`src/rtl/ball_pkg.sv`:
```
// ball_pkg: shared types and constants for the fixed-point ball mover.
// Holds the play-state enum, default fixed-point widths and the serve LFSR.
package ball_pkg;

  typedef enum logic [1:0] {
    IDLE       = 2'd0,
    SERVE_WAIT = 2'd1,
    PLAY       = 2'd2,
    SCORED     = 2'd3
  } ballState_t;

  localparam int X_WIDTH_DEF   = 8;
  localparam int Y_WIDTH_DEF   = 9;
  localparam int FRAC_BITS_DEF = 4;
  localparam int VEL_WIDTH_DEF = 6;

  localparam logic [15:0] LFSR_SEED = 16'hACE1;
  localparam logic [15:0] LFSR_TAPS = 16'hB400;

  // One step of a right-shifting Galois LFSR (x^16 + x^14 + x^13 + x^11 + 1).
  function automatic logic [15:0] lfsrStep(input logic [15:0] cur);
    lfsrStep = {1'b0, cur[15:1]} ^ (cur[0] ? LFSR_TAPS : 16'h0000);
  endfunction

endpackage

```
`src/rtl/ball_axis_step.sv`:
```
// ball_axis_step: one axis of ball motion in unsigned fixed point.
// Moves pos by vel in the direction given (1 = increasing), clamps the result
// into [LIM_MIN, LIM_MAX] pixels and flags which limit the raw result reached.
module ball_axis_step #(
  parameter int INT_W   = 8,
  parameter int FRAC_W  = 4,
  parameter int VEL_W   = 6,
  parameter int LIM_MIN = 20,
  parameter int LIM_MAX = 220
) (
  input  logic [INT_W+FRAC_W-1:0] pos,
  input  logic [VEL_W-1:0]        vel,
  input  logic                    dir,
  output logic [INT_W+FRAC_W-1:0] nextPos,
  output logic                    atMin,
  output logic                    atMax
);
  localparam int PW = INT_W + FRAC_W;
  localparam int AW = PW + 1;
  localparam logic [AW-1:0] MIN_FP = AW'(LIM_MIN * (2 ** FRAC_W));
  localparam logic [AW-1:0] MAX_FP = AW'(LIM_MAX * (2 ** FRAC_W));

  logic [AW-1:0] posExt;
  logic [AW-1:0] velExt;
  logic [AW-1:0] rawSum;

  // Extra headroom bit on the add, floor at zero on the subtract: never wraps.
  always_comb begin
    posExt = {1'b0, pos};
    velExt = AW'(vel);
    if (dir) begin
      rawSum = posExt + velExt;
    end else if (posExt < velExt) begin
      rawSum = {AW{1'b0}};
    end else begin
      rawSum = posExt - velExt;
    end
    atMin = (rawSum <= MIN_FP);
    atMax = (rawSum >= MAX_FP);
    if (atMin) begin
      nextPos = MIN_FP[PW-1:0];
    end else if (atMax) begin
      nextPos = MAX_FP[PW-1:0];
    end else begin
      nextPos = rawSum[PW-1:0];
    end
  end

endmodule

```
`src/rtl/ball_motion_fp.sv`:
```
// ball_motion_fp: fixed-point pong ball mover with serve/score state machine,
// per-hit speed-up, goal detection and wall bounce, all gated by the frame tick.
// Optional feature macro: RANDOM_SERVE_EN (LFSR picks the vertical serve
// direction; otherwise the serve direction alternates, starting upward).
module ball_motion_fp
  import ball_pkg::*;
#(
  parameter int X_WIDTH     = X_WIDTH_DEF,
  parameter int Y_WIDTH     = Y_WIDTH_DEF,
  parameter int FRAC_BITS   = FRAC_BITS_DEF,
  parameter int VEL_WIDTH   = VEL_WIDTH_DEF,
  parameter int X_START     = 115,
  parameter int Y_START     = 160,
  parameter int X_MIN       = 20,
  parameter int X_MAX       = 220,
  parameter int Y_MIN       = 5,
  parameter int Y_MAX       = 315,
  parameter int HIT_WINDOW  = 10,
  parameter int VEL_INIT    = 5,
  parameter int VEL_INC     = 1,
  parameter int VEL_MAX     = 32,
  parameter int SERVE_DELAY = 60
) (
  input  logic                 clock,
  input  logic                 reset,
  input  logic                 tick,
  input  logic                 serve_req,
  input  logic                 paddle_hit,
  input  logic [1:0]           hit_zone,
  output logic [X_WIDTH-1:0]   ball_x,
  output logic [Y_WIDTH-1:0]   ball_y,
  output logic                 x_dir,
  output logic                 in_play,
  output logic                 score_left,
  output logic                 score_right,
  output logic [VEL_WIDTH-1:0] speed
);
  localparam int XP_W  = X_WIDTH + FRAC_BITS;
  localparam int YP_W  = Y_WIDTH + FRAC_BITS;
  localparam int VW1   = VEL_WIDTH + 1;
  localparam int CNT_W = $clog2(SERVE_DELAY + 1);

  localparam logic [XP_W-1:0]      X_START_FP = XP_W'(X_START * (2 ** FRAC_BITS));
  localparam logic [YP_W-1:0]      Y_START_FP = YP_W'(Y_START * (2 ** FRAC_BITS));
  localparam logic [X_WIDTH-1:0]   HIT_LO     = X_WIDTH'(X_MIN + HIT_WINDOW);
  localparam logic [X_WIDTH-1:0]   HIT_HI     = X_WIDTH'(X_MAX - HIT_WINDOW);
  localparam logic [CNT_W-1:0]     CNT_LOAD   = CNT_W'(SERVE_DELAY - 1);
  localparam logic [VEL_WIDTH-1:0] VEL_INIT_V = VEL_WIDTH'(VEL_INIT);
  localparam logic [VEL_WIDTH-1:0] VEL_MAX_V  = VEL_WIDTH'(VEL_MAX);
  localparam logic [VW1-1:0]       VEL_MAX_W  = VW1'(VEL_MAX);

  ballState_t stateR, stateNext;
  logic [XP_W-1:0]      posXR, posXNext, xStepPos;
  logic [YP_W-1:0]      posYR, posYNext, yStepPos;
  logic                 xDirR, xDirNext, yDirR, yDirNext;
  logic [VEL_WIDTH-1:0] speedR, speedNext, speedSat;
  logic [VW1-1:0]       speedSum;
  logic [CNT_W-1:0]     cntR, cntNext;
  logic                 scoreLeftR, scoreLeftNext, scoreRightR, scoreRightNext;
  logic                 xAtMin, xAtMax, yAtMin, yAtMax;
  logic                 hitOk, enterPlay, serveYDir;
  logic [X_WIDTH-1:0]   ballXInt;

  assign ballXInt = posXR[XP_W-1:FRAC_BITS];
  assign speedSum = {1'b0, speedR} + VW1'(VEL_INC);
  assign speedSat = (speedSum > VEL_MAX_W) ? VEL_MAX_V : speedSum[VEL_WIDTH-1:0];

  ball_axis_step #(.INT_W(X_WIDTH), .FRAC_W(FRAC_BITS), .VEL_W(VEL_WIDTH),
                   .LIM_MIN(X_MIN), .LIM_MAX(X_MAX)) xStep (
    .pos(posXR), .vel(speedR), .dir(xDirR),
    .nextPos(xStepPos), .atMin(xAtMin), .atMax(xAtMax)
  );

  ball_axis_step #(.INT_W(Y_WIDTH), .FRAC_W(FRAC_BITS), .VEL_W(VEL_WIDTH),
                   .LIM_MIN(Y_MIN), .LIM_MAX(Y_MAX)) yStep (
    .pos(posYR), .vel(speedR), .dir(yDirR),
    .nextPos(yStepPos), .atMin(yAtMin), .atMax(yAtMax)
  );

`ifdef RANDOM_SERVE_EN
  logic [15:0] lfsrR;
  // Free-running LFSR; its low bit chooses the vertical direction of each serve.
  always_ff @(posedge clock or negedge reset) begin
    if (!reset) lfsrR <= LFSR_SEED;
    else        lfsrR <= lfsrStep(lfsrR);
  end
  assign serveYDir = lfsrR[0];
`else
  logic altDirR;
  // Alternate the vertical serve direction each time play starts, first one up.
  always_ff @(posedge clock or negedge reset) begin
    if (!reset)         altDirR <= 1'b0;
    else if (enterPlay) altDirR <= ~altDirR;
    else                altDirR <= altDirR;
  end
  assign serveYDir = altDirR;
`endif

  // Play-state register.
  always_ff @(posedge clock or negedge reset) begin
    if (!reset) stateR <= IDLE;
    else        stateR <= stateNext;
  end

  // Next-state and datapath decisions; hit beats goal, wall beats hit_zone.
  always_comb begin
    stateNext      = stateR;
    posXNext       = posXR;
    posYNext       = posYR;
    xDirNext       = xDirR;
    yDirNext       = yDirR;
    speedNext      = speedR;
    cntNext        = cntR;
    scoreLeftNext  = 1'b0;
    scoreRightNext = 1'b0;
    enterPlay      = 1'b0;
    hitOk = paddle_hit & ((~xDirR & (ballXInt <= HIT_LO)) | (xDirR & (ballXInt >= HIT_HI)));
    case (stateR)
      IDLE: begin
        if (serve_req) begin
          stateNext = SERVE_WAIT;
          cntNext   = CNT_LOAD;
        end else begin
          stateNext = IDLE;
        end
      end
      SERVE_WAIT: begin
        if (tick && (cntR == {CNT_W{1'b0}})) begin
          stateNext = PLAY;
          yDirNext  = serveYDir;
          enterPlay = 1'b1;
        end else if (tick) begin
          cntNext = cntR - CNT_W'(1);
        end else begin
          cntNext = cntR;
        end
      end
      PLAY: begin
        if (tick) begin
          posXNext = xStepPos;
          posYNext = yStepPos;
          if (hitOk) begin
            xDirNext  = ~xDirR;
            speedNext = speedSat;
          end else if (~xDirR & xAtMin) begin
            scoreRightNext = 1'b1;
            stateNext      = SCORED;
          end else if (xDirR & xAtMax) begin
            scoreLeftNext = 1'b1;
            stateNext     = SCORED;
          end else begin
            stateNext = PLAY;
          end
          if (yDirR & yAtMax) begin
            yDirNext = 1'b0;
          end else if (~yDirR & yAtMin) begin
            yDirNext = 1'b1;
          end else if (hitOk & (|hit_zone)) begin
            yDirNext = ~hit_zone[1];
          end else begin
            yDirNext = yDirR;
          end
        end else begin
          stateNext = PLAY;
        end
      end
      SCORED: begin
        posXNext  = X_START_FP;
        posYNext  = Y_START_FP;
        speedNext = VEL_INIT_V;
        xDirNext  = ~scoreRightR;
        cntNext   = CNT_LOAD;
        stateNext = SERVE_WAIT;
      end
      default: begin
        stateNext = IDLE;
      end
    endcase
  end

  // Position, direction, speed, serve counter and score pulse registers.
  always_ff @(posedge clock or negedge reset) begin
    if (!reset) begin
      posXR       <= X_START_FP;
      posYR       <= Y_START_FP;
      xDirR       <= 1'b1;
      yDirR       <= 1'b0;
      speedR      <= VEL_INIT_V;
      cntR        <= {CNT_W{1'b0}};
      scoreLeftR  <= 1'b0;
      scoreRightR <= 1'b0;
    end else begin
      posXR       <= posXNext;
      posYR       <= posYNext;
      xDirR       <= xDirNext;
      yDirR       <= yDirNext;
      speedR      <= speedNext;
      cntR        <= cntNext;
      scoreLeftR  <= scoreLeftNext;
      scoreRightR <= scoreRightNext;
    end
  end

  assign ball_x      = posXR[XP_W-1:FRAC_BITS];
  assign ball_y      = posYR[YP_W-1:FRAC_BITS];
  assign x_dir       = xDirR;
  assign in_play     = (stateR == PLAY);
  assign score_left  = scoreLeftR;
  assign score_right = scoreRightR;
  assign speed       = speedR;

endmodule

```
`config.mk`:
```
export PLATFORM = sky130hd
export DESIGN_NAME = ball_motion_fp
export DESIGN_NICKNAME = d
export VERILOG_FILES = /design/src/rtl/ball_pkg.sv /design/src/rtl/ball_axis_step.sv /design/src/rtl/ball_motion_fp.sv
export SDC_FILE = /design/constraint.sdc
export NUM_CORES = 1
export LEC_CHECK = 0
export CAP_MARGIN = 0
export CORE_UTILIZATION = 40
export CTS_CLUSTER_SIZE = 14
export DETAILED_ROUTE_END_ITERATION = 16
export HOLD_SLACK_MARGIN = 0.1
export PLACE_DENSITY = 0.67
export SETUP_SLACK_MARGIN = 0.2
export SYNTH_ARGS = -nofsm -noshare
export SYNTH_HDL_FRONTEND = slang
export SYNTH_SLANG_ARGS = --single-unit
```
`constraint.sdc`:
```
create_clock -name clock -period 3.2 [get_ports clock]
set_input_delay 0.32 -clock clock [delete_from_list [all_inputs] [get_ports clock]]
set_output_delay 0.32 -clock clock [all_outputs]
set_load 0.02 [all_outputs]
```
# After elaboration in Yosys (flattened, before gate mapping)

Cells that the tools add are included.

Bits of input ports: 7
Register bits after elaboration: 44
Word-level logic and storage cells: 109

Eq/ne operators: 11
Multiplexer cells: 47
Bitwise gates (word level): 14
Reductions and logical operators: 12
$add $sub $neg: 6
Order comparisons: 9

Operators with widths:

| operator             | number |
|---|---|
| $mux 13              | 5 |
| $mux 12              | 3 |
| $mux 6               | 6 |
| $mux 14              | 2 |
| $pmux 13 s2          | 1 |
| $pmux 12 s2          | 1 |
| $mux 1               | 21 |
| $pmux 6 s3           | 1 |
| $add 13x6->14        | 1 |
| $ge 14x13->1 const B | 1 |
| $le 14x7->1 const B  | 1 |
| $sub 13x6->14        | 1 |
| $add 12x6->13        | 1 |
| $ge 13x12->1 const B | 1 |
| $le 13x9->1 const B  | 1 |
| $lt 13x6->1          | 1 |
| $sub 12x6->13        | 1 |
| $lt 12x6->1          | 1 |
| $pmux 6 s2           | 1 |
| $ne 2x2->1 const B   | 5 |
| $and 1x1->1          | 8 |
| $ge 8x8->1 const B   | 1 |
| $le 8x5->1 const B   | 1 |
| $pmux 2 s4           | 1 |
| 21 further kinds     | 32 |

# Depth between registers and ports, before layout

Depth after elaboration: 10
Gate-level depth with buffers: 14

# Cells and area by module

A second synthesis with hierarchy kept.

Cells, all modules: 598
Area total of the unflattened synthesis: 5067.4 sq um

Modules (own cells, without submodules):

| module                 | seq. area each (sq um) | instances | cells each | area an instance (sq um) |
|---|---|---|---|---|
| ball_motion_fp         | 1113.6                 | 1         | 218        | 2353.5 |
| ball_axis_step (yStep) | 0.0                    | 1         | 197        | 1392.6 |
| ball_axis_step (xStep) | 0.0                    | 1         | 183        | 1321.3 |

# Worst setup path before layout

OpenSTA, ideal clock, no wires.

Path kind: reg2reg
From: reg speedR[1], in the netlist speed[1]
To: reg stateR[0]
Buffers on the path: 0
Slack: -110 ps
Stages on the path, launching flop included: 13
Arrival: 3246 ps
Clock period less this slack: 3310 ps
Path through: dfrtp_1 -> inv_1 -> fa_1 -> a21o_1 -> a221o_1 -> o21a_1 -> a211oi_1 -> a21oi_1 -> a2111oi_2 -> a21boi_2 -> nand2_1 -> a311oi_1 -> a21o_1

Word-level cells in the longest chain between the ends: 10
Elaborated cells between the ends (all ways): 14

RTL lines:

| item                                         | line                                       | RTL |
|---|---|---|
| start: declaration                           | ball_motion_fp.sv:56                       | `logic [VEL_WIDTH-1:0] speedR, speedNext, speedSat;` |
| start signal: assignment                     | ball_motion_fp.sv:197                      | `speedR <= speedNext;` |
| $sub 12x6->13 or $lt 12x6->1 (tied branches) | ball_axis_step.sv:36, ball_axis_step.sv:33 |  |
| $mux 13                                      | ball_axis_step.sv:33                       | `end else if (posExt < velExt) begin` |
| $mux 13 (*)                                  | ball_axis_step.sv:31                       | `if (dir) begin` |
| $ge 13x12->1                                 | ball_axis_step.sv:39                       | `atMax = (rawSum >= MAX_FP);` |
| $and 1x1->1                                  | ball_motion_fp.sv:148                      | `end else if (xDirR & xAtMax) begin` |
| $mux 1                                       | ball_motion_fp.sv:148                      |  |
| $mux 1 (*)                                   | ball_motion_fp.sv:145                      | `end else if (~xDirR & xAtMin) begin` |
| $mux 2 (*)                                   | ball_motion_fp.sv:142                      | `if (hitOk) begin` |
| $mux 2 (*)                                   | ball_motion_fp.sv:139                      | `if (tick) begin` |
| $pmux 2 s4 (*)                               | ball_motion_fp.sv:118                      | `case (stateR)` |
| end signal: assignment                       | ball_motion_fp.sv:102                      | `else stateR <= stateNext;` |
| end: declaration                             | ball_motion_fp.sv:52                       | `ballState_t stateR, stateNext;` |

Every way passes the cells marked *; elsewhere a longest branch is shown, timed or not. The select of a mux whose other input is x is not followed.
A chain may end at the register's enable or synchronous reset.

# Worst setup path after layout

From: reg speedR[0], in the netlist speed[0]
To: reg posYR[6]

Word-level cells in the longest chain between the ends: 8
Elaborated cells between the ends (all ways): 11

RTL lines:

| item                                         | line                                       | RTL |
|---|---|---|
| $sub 13x6->14 or $lt 13x6->1 (tied branches) | ball_axis_step.sv:36, ball_axis_step.sv:33 |  |
| $mux 14                                      | ball_axis_step.sv:33                       |  |
| $mux 14 (*)                                  | ball_axis_step.sv:31                       |  |
| $ge 14x13->1                                 | ball_axis_step.sv:39                       |  |
| $mux 13                                      | ball_axis_step.sv:42                       | `end else if (atMax) begin` |
| $mux 13 (*)                                  | ball_axis_step.sv:40                       | `if (atMin) begin` |
| $mux 13 (*)                                  | ball_motion_fp.sv:139                      |  |
| $pmux 13 s2 (*)                              | ball_motion_fp.sv:118                      |  |
| end signal: assignment                       | ball_motion_fp.sv:194                      | `posYR <= posYNext;` |
| end: declaration                             | ball_motion_fp.sv:54                       | `logic [YP_W-1:0] posYR, posYNext, yStepPos;` |

Marked as above.

==> metrics.csv <==
stage,metric,value,unit
outcome,outcome,"complete, but fails checks",
outcome,failing checks,setup timing,
cts,root buf cell,clkbuf_8,
die,number of top-level design ports,34,
grt,vias in the first global route,4463,
critical_path,WS Path Type,register to register,
synth,post-synth top area share,18.9,%
timing,slew at the pin closest to its max-slew limit,1000,ps
cts,H-tree depth,2,
job,MaxCap Viol Count,0,
die,Die Span Y,108,um
die,core area,10900,um2
cts,hold_buf cts,0,
timing,Final min period,3340,ps
power_and_ir_drop,P_sw,2840,uW
power_and_ir_drop,P_int,3020,uW
drt,Post-route DRC,0,
grt,GRT Util Overall,24.4,%
critical_path,number of buffers and inverters on the critical path,4,
timing,Final Slew Violations,0,
grt,largest net degree at the start of global routing,45,
final_layout,final net count,697,
critical_path,CP max FO,7,
placement,GPL Wtd Cong,0.965,
timing,Rel. slew slack,33.3,%
final_layout,"commonest non-fill, non-tap cell in the layout",buf_4,
synth,synth top area cells,"dfrtp_1, ha_1, dfstp_2",
power_and_ir_drop,Comb pwr share,75.7,%
power_and_ir_drop,sequential power share,16.5,%
power_and_ir_drop,Lkg Pwr,0.00257,uW
final_layout,"Core Util, Final",55.3,%
timing,Tcrit/Tclk final,104,%
critical_path,WP data required,3360,ps
final_layout,Finished Cell Area,6020,um2
final_layout,proportion of layout cells with a drive suffix above 1,32.0,%
grt,initial antenna violation count,0,
critical_path,CP dominant cell by count,buf_4,
timing,FMAX,299,MHz
grt,total gr overflow,0,
die,die area,11700,um2
timing,Clock Skew,12.8,ps
cts,TritonCTS clock tree,yes,
grt,first-pass GRT wire length,22400,um
drt,vias per inst,5.78,
drt,drt pass-1 iters,8,
cts,Clock transition at path regs,90,ps
synth,syn_area_per_cell,8.11,um2
timing,WHS,179,ps
drt,via count,4598,
placement,PortBufs,33,
power_and_ir_drop,Switching Fraction,48.5,%
placement,DPL Wire Length,10300,um
critical_path,CP Cell Sequence,"buf_4, ha_4, fa_2, nand2b_4, a2111o_1, buf_6, nand3_4, nand4_1, o311ai_2, buf_4, a21oi_1, o41a_4, buf_4, nand3_1, o221ai_1",
timing,RSZ-0062 raised after global routing,yes,
die,initial core utilization,41.3,%
worst_hold_path,Hold WC Path Type,input port to async pin,
die,DIE WIDTH,108,um
synth,register bit count reported by yosys,44,
drt,Avg WL per Cell,17.3,um
timing,final setup vio count,18,
timing,Final Hold Fails,0,
final_layout,non-filler cells in the finished layout,796,
synth,cell area after synthesis,4500,um2
synth,"area leader, netlist",dfrtp_1,
cts,TritonCTS Buffers,5,
final_layout,Area Growth Syn to Fin,33.8,%
synth,yosys warns,0,
cts,clock buffer depth,2,
drt,Routed Antenna Nets,0,
timing,PnR worst setup slack,-141,ps
synth,syn nets,597,
placement,"number of placed instances, taps included",766,
critical_path,critical path's slowest cell,o41a_4,
power_and_ir_drop,Max VDD drop,0.329,mV
synth,Post-synth ARST share,100,%
drt,Starting DRT DRC Count,321,
critical_path,CP top delay family,compound AO/OA/AOI/OAI gates,
placement,Placed Area,5400,um2
cts,clock sink count,44,
drt,Post-Route WL,13700,um
synth,"Distinct cells, synth",89,
synth,Mapped Cells,555,
critical_path,CP endpoint kind,register,
synth,top_reg_cell synth,dfrtp_1,
critical_path,crit path DAT,3500,ps
power_and_ir_drop,power per standard cell area,974,nW/um2
critical_path,critical path's largest stage delay,510,ps
cts,"Clk Latency, worst-skew pair",300,ps
final_layout,diode count,0,
synth,"EDFF count, synth",0,
power_and_ir_drop,Clock power frac,7.8,%
final_layout,most frequent cells in the layout,"buf_4, nor2_1, nand2_1",
die,row cnt,38,
critical_path,crit start category,register,
synth,sequential area share after synthesis,24.7,%
## area by class of cell
class                   instances  area, um2
clock buffers                   6       82.6
inverters                      35        131
multi-input cells             435       3370
well taps                     140        175
clock inverters                 2       38.8
flip-flops and latches         44       1110
fillers                       990       4870
repair buffers                134       1110
## timing repair
item	in CTS	in global routing
setup buffers	10	12
setup endpoints to repair	24	32
gates resized for setup	27	40
pin swaps	6	19
## state kept, by name, indices dropped and copies added, names as in the netlist
name and count:
altDirR 1, x_dir 1, posYR 13, yDirR 1, speed 6, posXR 12, score_left 1, cntR 6
score_right 1, stateR 2
## Yosys cell counts (6+ instances only)
| cell | n |
|---|---|
| a21oi_1 | 35 |
| buf_4 | 20 |
| ha_1 | 31 |
| nor2b_1 | 8 |
| nand2b_1 | 11 |
| nor2_1 | 47 |
| clkbuf_1 | 12 |
| dfrtp_1 | 34 |
| nand4_1 | 7 |
| nor3_1 | 19 |
| a21o_1 | 7 |
| o21ai_1 | 8 |
| a31oi_1 | 8 |
| inv_1 | 33 |
| o211ai_1 | 8 |
| a22o_1 | 10 |
| and2_1 | 6 |
| and3_1 | 12 |
| xnor2_1 | 17 |
| buf_2 | 6 |
| dfstp_2 | 10 |
| nand2_1 | 42 |
| nand3_1 | 21 |
| o21ai_0 | 23 |
## through the flow
stage                     TNS [ps]  setup slack (ps)  total power (uW)
after detailed placement     -1770              -159              4900
after CTS                     -359             -70.7              5580
after floorplan              -31.4             -16.3              3570
after global placement        -611             -89.0              4810
after global routing         -4190              -266              6320
final                        -1520              -141              5870
## cells by family (layout without fill, tap and decap cells)
family,Yosys count,count (layout),synth area share [%]
muxes,7,7,1.67
and+or+nand+nor,206,206,23.9
xor gates and xnor gates,20,20,3.89
AOI/OAI and AO/OA,167,167,27.1
adders and majority gates,35,35,10.4
buffers and inverters,76,177,8.34
DFF,44,44,24.7
## power groups by stage
stage / logic [uW] / clock network, uW / registers (uW)
after floorplan: 2630 / 0 / 947
after global placement: 3860 / 0 / 959
after detailed placement: 3930 / 0 / 970
after CTS: 4150 / 467 / 964
after global routing: 4830 / 490 / 996
final: 4440 / 457 / 967
## metal layers
| layer | global-route usage, % | part of all wire, % | vias to the layer above |
|---|---|---|---|
| li1 | - | - | 2217 |
| met1 | 33.4 | 45 | 2224 |
| met2 | 38.8 | 47 | 133 |
| met3 | 4.88 | 6.4 | 24 |
| met4 | 6.65 | 1.9 | 0 |
| met5 | 0 | 0 | - |
## worst paths after layout
| kind | start | to | slack, ps | depth (start not counted) |
|---|---|---|---|---|
| setup / recovery | speed[0] | posYR[6] | -140 | 15 |
| hold / removal | reset | score_left | 180 | 1 |
| setup reg to reg | speed[0] | posYR[6] | -140 | 15 |
| hold reg to reg | altDirR | altDirR | 500 | 1 |
| max in group asynchronous | reset | speed[1] | 2330 | 1 |
| min in group clock | altDirR | altDirR | 500 | 1 |
(Power assumes the default switching activity.)
==> RTL change 1, RTL diff (config.mk and constraints unchanged) <==
The package constant `FRAC_BITS_DEF` goes from 4 to 6.
--- a/src/rtl/ball_pkg.sv
+++ b/src/rtl/ball_pkg.sv
@@ -11,7 +11,7 @@
 
   localparam int X_WIDTH_DEF   = 8;
   localparam int Y_WIDTH_DEF   = 9;
-  localparam int FRAC_BITS_DEF = 4;
+  localparam int FRAC_BITS_DEF = 6;
   localparam int VEL_WIDTH_DEF = 6;
 
   localparam logic [15:0] LFSR_SEED = 16'hACE1;
Function: no difference found for any inputs over 10 cycles, from zero or initial values and one cycle with reset low; that may be too few to reach the edited logic, so the function may still have changed.
==> RTL change 1 against the unedited design <==
  * Fmax decreased by 1.3%
  * Global-route usage increased by 1.8 points
  * Power increased by 12%
  * The run still ends with negative setup slack left
  * Die area increased by 8.2%
  * Routed wire length increased by 22%
  * Setup slack got worse by 0.045 ns
  * Sequential cell count increased by 4
  * Final area increased by 19%
  * Core utilization increased by 6.4 points
  * Count of clock-buffer cells in the layout unchanged
  * Sequential power increased by 9.6%
  * Synthesized area increased by 8.3%
==> RTL change 1: results (changes against the unedited design) <==
| Metric | Value |
|---|---|
| Sequential power share | 0.161 (was 0.165) |
| Gr usage total | 0.261 (was 0.244) |
| Layout Nets | 783 (was 697) |
| Logic pwr share | 0.745 (was 0.757) |
| Largest net degree at the start of global routing | 38 (was 45) |
| Unique masters post-synth | 80 (was 89) |
| Setup_tns | -1.27 ns (was -1.52 ns) |
| Crit-path max FO | 5 (was 7) |
| Final setup viols | 19 (was 18) |
| Dpl cell area | 0.00601 mm2 (was 0.00540 mm2) |
| Max transition margin | 0.438 (was 0.333) |
| Setup WS pre-CTS | -0.155 ns (was -0.159 ns) |
| Outcome | complete, but fails checks (unchanged) |
| Comb pwr | 0.00489 W (was 0.00444 W) |
| Seq/Total Area, Yosys | 0.249 (was 0.247) |
| CTS clk-pin slew, worst paths | 0.07 ns (was 0.09 ns) |
| Clk root buf | clkbuf_16 (was clkbuf_8) |
| Routability congestion estimate | 0.951 (was 0.965) |
| Top cells by count, synth | nand2_1, nor2_1, a21oi_1 (was nor2_1, nand2_1, a21oi_1) |
| Worst Skew | 0.00543 ns (was 0.0128 ns) |
| Metal3 WL | 1.08 mm (was 881 um) |
| Vias in the first global route | 5426 (was 4463) |
| Largest registers | posYR x15, posXR x14 (was posYR x13, posXR x12) |
| TritonRoute pass-1 iters | 5 (was 8) |
| Share of post-route cells with drive strength above 1 | 0.388 (was 0.320) |
| Leakage | 2.93 nW (was 2.57 nW) |
| Final Non-Filler Cells | 885 (was 796) |
| Internal | 0.00343 W (was 0.00302 W) |
| Failing checks | negative setup slack (unchanged) |
| Worst setup margin | -0.186 ns (was -0.141 ns) |
| Final HPWL DP | 11.9 mm (was 10.3 mm) |
| Vias per cell | 6.24 (was 5.78) |
| Iter 0 DRT Violations | 496 (was 321) |
## RTL change 1: worst max-delay path: stages (launching register included)
cell,delay [ns]
dfstp_2,0.62
ha_4,0.16
fa_2,0.23
nor2b_4,0.05
o2111ai_4,0.30
nand2_2,0.12
o31a_2,0.36
o31ai_2,0.31
nand4_1,0.20
a2111oi_0,0.66
o22ai_1,0.16
o211ai_1,0.12
## RTL change 1: repair_timing
item                       CTS  global route
resized for setup           79            75
pin swaps                   37            23
setup endpoints to repair   30            30
buffers inserted            19            12
## RTL change 1: final timing paths
kind	start	endpoint	slack [ns]	depth (start not counted)
setup / recovery	speed[0]	yDirR	-0.19	11
hold / removal	reset	posYR[10]	0.13	1
setup reg to reg	speed[0]	yDirR	-0.19	11
hold reg to reg	altDirR	altDirR	0.51	1
max in group asynchronous	reset	posXR[6]	2.30	2
min in group clock	altDirR	altDirR	0.51	1
## RTL change 1: cells by family (layout without fill, tap and decap cells)
family / after synthesis / after routing / share of synthesized area
flip-flops: 48 / 48 / 0.249
AND/OR/NAND/NOR: 237 / 237 / 0.259
XOR/XNOR: 8 / 8 / 0.0144
multiplexers: 2 / 2 / 0.00436
AO/OA/AOI/OAI: 209 / 209 / 0.303
adder cells (fa/ha/maj): 35 / 35 / 0.0960
buffers and inverters: 77 / 203 / 0.0750
## RTL change 1: area by class of cell
cell class	instances	share of cell area
Tap cell	143	0.0249
Multi-Input combinational cell	491	0.574
Sequential cell	48	0.169
Timing Repair Buffer	161	0.188
Clock inverter	2	0.00539
Inverter	34	0.0181
Clock buffer	6	0.0193
## RTL change 1: per-layer routing
metal | vias to the layer above | global-route usage
li1 | 2551 | -
met5 | - | 0
met3 | 56 | 0.0443
met4 | 0 | 0.102
met2 | 246 | 0.417
met1 | 2668 | 0.353
==> RTL change 2, RTL diff (same settings) <==
Made on the original files. Encoding of `ballState_t`: now one-hot (4 bits for 4 states).
--- a/src/rtl/ball_pkg.sv
+++ b/src/rtl/ball_pkg.sv
@@ -2,11 +2,11 @@
 // Holds the play-state enum, default fixed-point widths and the serve LFSR.
 package ball_pkg;
 
-  typedef enum logic [1:0] {
-    IDLE       = 2'd0,
-    SERVE_WAIT = 2'd1,
-    PLAY       = 2'd2,
-    SCORED     = 2'd3
+  typedef enum logic [3:0] {
+    IDLE       = 4'b0001,
+    SERVE_WAIT = 4'b0010,
+    PLAY       = 4'b0100,
+    SCORED     = 4'b1000
   } ballState_t;
 
   localparam int X_WIDTH_DEF   = 8;
Check against the original RTL: same outputs for any inputs over 10 cycles, from zero or initial values and one cycle with reset low; not proved beyond that.
==> RTL change 2 against the unedited design <==
  * Count of clock-buffer cells in the layout grew 1
  * Critical endpoint is now posXR[9]
  * Synthesized area up 2.2%
  * Sequential cell count rose by 2
  * The flow still finishes with violations (negative setup slack)
  * Clock skew fell by 0.0056 ns
  * Final area increased by 1.1%
  * Setup slack worse by 0.064 ns
  * Routed wire length is 4.3% higher
Power is left out: it rests on default switching activity, and per cell area and clock period it moved more than threefold.
==> RTL change 2: results (changes against the unedited design) <==
| Metric | Value |
|---|---|
| Outcome | complete, but fails checks (unchanged) |
| Failing checks | negative setup slack (unchanged) |
| Largest net degree at the start of global routing | 47 (was 45) |
| CTS Buffer Depth | 2 (unchanged) |
| TritonRoute pass-1 iters | 7 (was 8) |
| Worst r2r src | speed[0] (unchanged) |
| Final wirelength | 14.3 mm (was 13.7 mm) |
| Hold slack | 0.203 ns (was 0.179 ns) |
| Layout Nets | 692 (was 697) |
| FF-to-FF path depth | 14 (was 15) |
| Worst slew pin tran | 1.05 ns (was 1.00 ns) |
| Final setup viols | 22 (was 18) |
| First-pass GRT wire length | 22.3 mm (was 22.4 mm) |
| Routability congestion estimate | 0.961 (was 0.965) |
| # port buffers | 33 (unchanged) |
| Final HPWL DP | 10.1 mm (was 10.3 mm) |
| Setup WS pre-CTS | -0.202 ns (was -0.159 ns) |
| Worst reg2reg endpoint | posXR[9] (was posYR[6]) |
| Largest registers | posYR x13, posXR x12 (unchanged) |
| Clock latency on the worst-skew pair | 0.29 ns |
| Synth area leaders | dfrtp_1, ha_1, dfstp_2, a21oi_1, nand2_1 (was dfrtp_1, ha_1, dfstp_2, nor2_1, a21oi_1) |
| Iter 0 DRT Violations | 383 (was 321) |
| Top cells by count, synth | nand2_1, nor2_1, a21oi_1 (was nor2_1, nand2_1, a21oi_1) |
| Crit-path max FO | 8 (was 7) |
| Inserted Diodes | 0 (unchanged) |
| Vias in the first global route | 4443 (was 4463) |
| Gr usage total | 0.238 (was 0.244) |
| Vias per cell | 6.03 (was 5.78) |
| Seq/Total Area, Yosys | 0.253 (was 0.247) |
| Most numerous cell in the Yosys netlist | nand2_1 (was nor2_1) |
| Ys flop type | dfrtp_1 (unchanged) |
| Syn nets | 614 (was 597) |
| CTS clk-pin slew, worst paths | 0.07 ns (was 0.09 ns) |
| Worst Skew | 0.00712 ns (was 0.0128 ns) |
| Crit path largest cell delay | 0.58 ns (was 0.51 ns) |
| Slowest cell on the critical path | dfstp_2 (was o41a_4) |
| FFs w/ async S/R, synth | 1.00 (unchanged) |
| Share of post-route cells with drive strength above 1 | 0.300 (was 0.320) |
| Clk root buf | clkbuf_16 (was clkbuf_8) |
| Unique masters post-synth | 83 (was 89) |
| Worst Path Arrival | 3.61 ns (was 3.50 ns) |
| Worst setup margin | -0.205 ns (was -0.141 ns) |
| Dpl cell area | 0.00535 mm2 (was 0.00540 mm2) |
==> RTL change 2: cell types whose count changed in the layout (fill, tap and decap cells not counted), moves of 6 or more <==
cell      delta
o21ai_0      +9
nand2_1      +6
buf_4       -27
ha_1         -8
nand2b_1     +7
buf_6        +8
==> RTL change 2: kinds of logic after synthesis <==
| logic type | count (synthesis) | share of synthesized area |
|---|---|---|
| and+or+nand+nor | 226 | 0.265 |
| AOI/OAI and AO/OA | 183 | 0.279 |
| buffers and inverters | 73 | 0.0770 |
| DFF | 46 | 0.253 |
| adders and majority gates | 30 | 0.0881 |
| xor gates and xnor gates | 16 | 0.0305 |
| muxes | 3 | 0.00653 |
==> RTL change 2: how the worst max path moves through the flow <==
stage                        start         to  slack (ns)  cells past startpoint
final                     speed[0]   posXR[9]       -0.21                     14
after global routing      speed[0]   posXR[9]       -0.28                     14
after CTS                 speed[0]   posXR[9]       -0.08                     14
after detailed placement  speed[0]   posYR[1]       -0.20                     12
after global placement    speed[0]  posYR[10]       -0.14                     12
after floorplan           speed[0]   posXR[3]        -0.1                     12
==> RTL change 2: metrics by stage <==
stage | instances | setup TNS (ns)
finish | 796 | -2.00
global placement | 769 | -0.824
CTS | 792 | -0.358
floorplan | 577 | -0.571
detailed placement | 769 | -2.44
global route | 796 | -3.73
==> RTL change 2: cell type report <==
class	instances	area, um2
clock buffers	7	143
inverters	30	113
repair buffers	114	975
well taps	140	175
flip-flops and latches	46	1170
multi-input cells	458	3510
fillers	959	4940
clock inverters	1	8.76
==> RTL change 2: timing repair <==
item                                    4_1_cts  5_1_grt
buffers inserted                             15        4
pin swaps                                    16       27
endpoints found under the setup margin       25       26
gates resized for setup                      44       60
==> RTL change 2: metal layers <==
layer,GRT usage,share of wire
met5,0,0
met4,0.0676,0.029
met3,0.0329,0.061
met2,0.382,0.46
met1,0.333,0.45
